--- config.mk ---
export PLATFORM = sky130hd
export DESIGN_NAME = ct_spsram_128x16_ctrl
export DESIGN_NICKNAME = d
export VERILOG_FILES = /design/src/rtl/ct_spsram_128x16_ctrl.sv
export SDC_FILE = /design/constraint.sdc
export NUM_CORES = 1
export LEC_CHECK = 0
export CAP_MARGIN = 30
export CORE_AREA = 2 2 71 73
export DETAILED_ROUTE_END_ITERATION = 8
export DIE_AREA = 0 0 73 75
export PLACE_DENSITY = 0.84
export SLEW_MARGIN = 20
export SYNTH_ARGS = -nofsm -noshare
export SYNTH_HDL_FRONTEND = slang
export SYNTH_SLANG_ARGS = --single-unit
--- constraint.sdc ---
create_clock -name forever_cpuclk -period 3.99 [get_ports forever_cpuclk]
set_input_delay 0.798 -clock forever_cpuclk [delete_from_list [all_inputs] [get_ports forever_cpuclk]]
set_output_delay 0.798 -clock forever_cpuclk [all_outputs]
set_load 0.1 [all_outputs]
--- src/rtl/ct_spsram_128x16_ctrl.sv ---
// ct_spsram_128x16_ctrl
// Initiator-side access controller for a single-port SRAM macro with
// active-low CEN/GWEN and active-low per-bit WEN, one-cycle read latency.
// After reset every entry is swept to zero; afterwards read/write requests
// arrive on a valid/ready port and read data leaves on a valid/ready
// response port that may be backpressured. One read in flight at most.
module ct_spsram_128x16_ctrl #(
  parameter int ADDR_WIDTH = 7,
  parameter int DATA_WIDTH = 16
) (
  input  logic                  forever_cpuclk,
  input  logic                  cpurst_b,
  input  logic                  req_vld,
  input  logic                  req_wr,
  input  logic [ADDR_WIDTH-1:0] req_addr,
  input  logic [DATA_WIDTH-1:0] req_wdata,
  input  logic [DATA_WIDTH-1:0] req_wmask,
  output logic                  req_rdy,
  output logic                  rsp_vld,
  output logic [DATA_WIDTH-1:0] rsp_rdata,
  input  logic                  rsp_rdy,
  output logic                  init_done,
  output logic [ADDR_WIDTH-1:0] sram_a,
  output logic                  sram_cen,
  output logic                  sram_gwen,
  output logic [DATA_WIDTH-1:0] sram_wen,
  output logic [DATA_WIDTH-1:0] sram_d,
  input  logic [DATA_WIDTH-1:0] sram_q
);

  // INIT : zero sweep in progress
  // IDLE : ready for a request; writes complete here in one cycle
  // RD   : read data is on sram_q this cycle, forwarded straight through
  // HOLD : response stalled by rsp_rdy, data replayed from hold_q
  typedef enum logic [1:0] {
    ST_INIT = 2'd0,
    ST_IDLE = 2'd1,
    ST_RD   = 2'd2,
    ST_HOLD = 2'd3
  } state_t;

  localparam logic [ADDR_WIDTH-1:0] CNT_LAST = '1;
  localparam logic [ADDR_WIDTH-1:0] CNT_ONE  = ADDR_WIDTH'(1);

  state_t                state_q, state_d;
  logic [ADDR_WIDTH-1:0] cnt_q,   cnt_d;
  logic [DATA_WIDTH-1:0] hold_q,  hold_d;

  // State, sweep counter and hold register; reset restarts the sweep and
  // discards any response that was waiting.
  always_ff @(posedge forever_cpuclk) begin
    if (!cpurst_b) begin
      state_q <= ST_INIT;
      cnt_q   <= '0;
      hold_q  <= '0;
    end else begin
      state_q <= state_d;
      cnt_q   <= cnt_d;
      hold_q  <= hold_d;
    end
  end

  // Next-state logic: sweep progress, read issue, response handshake.
  always_comb begin
    state_d = state_q;
    cnt_d   = cnt_q;
    hold_d  = hold_q;
    case (state_q)
      ST_INIT: begin
        cnt_d = cnt_q + CNT_ONE;
        if (cnt_q == CNT_LAST) begin
          state_d = ST_IDLE;
        end
      end
      ST_IDLE: begin
        // Writes finish at the accept edge, only reads leave IDLE.
        if (req_vld && !req_wr) begin
          state_d = ST_RD;
        end
      end
      ST_RD: begin
        if (rsp_rdy) begin
          state_d = ST_IDLE;
        end else begin
          // sram_q is only guaranteed this one cycle, so keep a copy.
          hold_d  = sram_q;
          state_d = ST_HOLD;
        end
      end
      ST_HOLD: begin
        if (rsp_rdy) begin
          state_d = ST_IDLE;
        end
      end
      default: begin
        state_d = ST_INIT;
      end
    endcase
  end

  // Handshake and SRAM pin drive; the macro is parked (CEN high, all
  // enables inactive, address/data zero) whenever no access is issued,
  // and unconditionally while reset is asserted.
  always_comb begin
    req_rdy   = 1'b0;
    rsp_vld   = 1'b0;
    rsp_rdata = '0;
    init_done = 1'b0;
    sram_cen  = 1'b1;
    sram_gwen = 1'b1;
    sram_wen  = '1;
    sram_a    = '0;
    sram_d    = '0;
    if (cpurst_b) begin
      case (state_q)
        ST_INIT: begin
          sram_cen  = 1'b0;
          sram_gwen = 1'b0;
          sram_wen  = '0;
          sram_a    = cnt_q;
          sram_d    = '0;
        end
        ST_IDLE: begin
          req_rdy   = 1'b1;
          init_done = 1'b1;
          if (req_vld) begin
            sram_cen = 1'b0;
            sram_a   = req_addr;
            if (req_wr) begin
              sram_gwen = 1'b0;
              sram_wen  = ~req_wmask;
              sram_d    = req_wdata;
            end
          end
        end
        ST_RD: begin
          init_done = 1'b1;
          rsp_vld   = 1'b1;
          rsp_rdata = sram_q;
        end
        ST_HOLD: begin
          init_done = 1'b1;
          rsp_vld   = 1'b1;
          rsp_rdata = hold_q;
        end
        default: begin
          init_done = 1'b0;
        end
      endcase
    end
  end

endmodule

==> flow_summary.json <==
{
  "grt_pass1_wl_um": 9430,
  "drive_above_1_share_pct": 21.4,
  "r2r_cells": 6,
  "numCtsBuffers": 3,
  "dieArea_mm2": 0.00548,
  "reg2reg_from": "state_q[0]$_SDFFE_PN0P_",
  "min_period_ns": 3.32,
  "synth_cell_type_count": 31,
  "vias": 1993,
  "clockRootBuffer": "clkbuf_8",
  "cp_num_cells": 6,
  "grt_antenna_before_repair": 0,
  "skew_ns": 0.0118,
  "grt-ovfl-total": 0,
  "drc_errors": 0,
  "post_cts_buffers": 0,
  "num_rows": 25,
  "clk_pin_slew_worst_paths_ns": 0.08,
  "clockBufferDepth": 2,
  "tritoncts": "yes",
  "rrSetupSlack_ns": 1.69,
  "synth-main-ff-cell": "dfxtp_1",
  "routedWlPerCell_um": 16.0,
  "clk_latency_ns": 0.27,
  "grt_pass1_vias": 1869,
  "path_buf_inv": 2,
  "slew_headroom_pct": 52.6,
  "p_leak_nw": 1.30,
  "drt-initial-drc-count": 101,
  "cts_hold_buf": 0,
  "cts.repair.resized": 0,
  "diodes": 0,
  "synthToLayoutAreaGrowth_pct": 105,
  "crit_arrival_ns": 2.52,
  "io_pins": 120,
  "setup_viol": 0,
  "cp_cell_sequence": "clkdlybuf4s50_1 -> and2_1 -> a21oi_2 -> nor2b_4 -> o21ai_0 -> buf_12",
  "ys_top_cells_by_area": "dfxtp_1 (29%), a22oi_1 (9.9%), nor2b_1 (9.3%)",
  "fin_setup_tns_ns": 0,
  "post-route-period-util_pct": 83.1,
  "synth_area_mm2": 0.00175,
  "wl_um": 6160,
  "nets": 399,
  "cts.sinks": 25,
  "critPathLaunchType": "primary input",
  "rsz0062_at_grt": "false",
  "design_area_mm2": 0.00357,
  "coreArea_mm2": 0.00466,
  "tightest_slew_ns": 0.710,
  "start_util_pct": 37.5,
  "postSynthAreaPerCell_um2": 7.77,
  "crit_family": "buffers and inverters",
  "cp-end-kind": "primary output",
  "synth_edf_count": 0,
  "postRouteAntennaNets": 0,
  "crit_end": "sram_wen[6]",
  "syn-num-nets": 291,
  "hp-class": "reg2reg",
  "grtUsageTotal_pct": 22.0,
  "placed_cell_area_mm2": 0.00353,
  "critical-path-max-stage-delay_ns": 0.48,
  "r2r_end": "state_q[1]$_SDFFE_PN0P_",
  "gp_routability_congestion": 0.772,
  "max_freq_ghz": 0.302,
  "outcome": "complete, no violations",
  "final-hold-violation-count": 0,
  "die_w_um": 73,
  "dr.pass1.iters": 6,
  "vias_per_cell": 5.16,
  "critical_path.slowest_cell": "clkdlybuf4s50_1",
  "ys_seq_area_share_pct": 28.6,
  "critPathKind": "in2out",
  "ir_worst_vdd_uv": 177,
  "cp_max_fo": 17,
  "synth_cells": 225,
  "startpoint": "req_vld",
  "p_per_area_mw_per_mm2": 177,
  "yosys_warnings": 0,
  "maxCapViolations": 0,
  "maxSlewViolCount": 0,
  "grt_max_degree": 35,
  "synth_top_area_cell": "dfxtp_1",
  "yosys.area.top_type_share_pct": 28.6,
  "die_h_um": 75,
  "cp_data_required_time_ns": 3.19,
  "place_hpwl_um": 4970,
  "io_buffers": 119,
  "ys_ff_latch": 25,
  "h-tree-depth": 1,
  "async_flop_share_pct": 0
}
## tightest hold or removal path, stage by stage, from the launching register on
cell      delay (ns)
dfxtp_1         0.31
nand2_1         0.04
a21boi_0        0.06
## synth_stat cells, drive strengths merged (2+ instances only)
| master | count |
|---|---|
| a21boi | 20 |
| mux2i | 2 |
| nand2 | 36 |
| and2 | 22 |
| ha | 6 |
| dfxtp | 25 |
| clkbuf | 8 |
| nand4 | 3 |
| buf | 11 |
| or3 | 2 |
| o21ai | 20 |
| a21oi | 2 |
| a22oi | 23 |
| nor2b | 27 |
| inv | 5 |
| nand2b | 3 |
| xnor2 | 3 |
## state kept, by name (all words and copies together) (netlist names)
| signal | cells |
|---|---|
| hold_q | 16 |
| cnt_q | 7 |
| state_q | 2 |
## through the flow
stage | util, % | std cells | total power, W | setup slack [ns] | hold WS, ns
final | 76.7 | 386 | 0.000633 | 0.674 | 0.464
after global routing | 76.7 | 386 | 0.000654 | 0.554 | 0.483
after CTS | 76.7 | 386 | 0.000639 | 0.680 | 0.468
after detailed placement | 75.7 | 382 | 0.000487 | 0.705 | 0.454
after global placement | 75.4 | 381 | 0.000485 | 0.788 | 0.440
after floorplan | - | 225 | 0.000369 | 0.110 | 0.435
## routing by layer
layer	vias to the layer above	track usage [%]	routed length [µm]
met5	-	0	0
met4	0	4.94	82
met3	10	5.76	496
met2	92	39.3	3110
met1	910	26.4	2470
li1	981	-	-
## final cells by class
type	count	area (µm²)
fillers	322	1090
multi-input cells	176	1120
clock inverters	1	7.51
inverters	5	18.8
clock buffers	3	41.3
repair buffers	122	1820
well taps	54	67.6
flip-flops and latches	25	500
## cell usage in the layout, fill, tap and decap left out, drive strengths merged, types with 5 or more instances in the layout
cell type / n
ha: 6
nand2: 36
clkdlybuf4s50: 59
a22oi: 23
inv: 5
buf: 63
and2: 22
a21boi: 20
nor2b: 27
dfxtp: 25
o21ai: 20
## cell families (layout without fill, tap and decap cells)
kind of cell,Yosys count,in the layout,share of synthesized area [%]
buffers and inverters,24,131,7.23
flip-flops,25,25,28.6
AND/OR/NAND/NOR,96,96,30.4
XOR/XNOR,4,4,2.00
adder cells (fa/ha/maj),6,6,4.29
multiplexers,2,2,1.15
AO/OA/AOI/OAI,68,68,26.3
## power by group
part / switching [W] / internal, W
Sequential: 0.00000326 / 0.000252
Clock: 0.0000803 / 0.0000706
Combinational: 0.000120 / 0.000106
Total: 0.000204 / 0.000429
## worst min-delay path by stage
stage | cells after the start | to | slack, ns | startpoint
after floorplan | 2 | hold_q[6]$_SDFFE_PN0P_ | 0.43 | hold_q[6]$_SDFFE_PN0P_
after global placement | 2 | hold_q[8]$_SDFFE_PN0P_ | 0.44 | hold_q[8]$_SDFFE_PN0P_
after detailed placement | 2 | hold_q[9]$_SDFFE_PN0P_ | 0.45 | hold_q[9]$_SDFFE_PN0P_
after CTS | 2 | hold_q[8]$_SDFFE_PN0P_ | 0.47 | hold_q[8]$_SDFFE_PN0P_
after global routing | 2 | hold_q[6]$_SDFFE_PN0P_ | 0.48 | hold_q[6]$_SDFFE_PN0P_
final | 2 | hold_q[2]$_SDFFE_PN0P_ | 0.46 | hold_q[2]$_SDFFE_PN0P_
No activity file was read; power rests on OpenSTA's default activity.
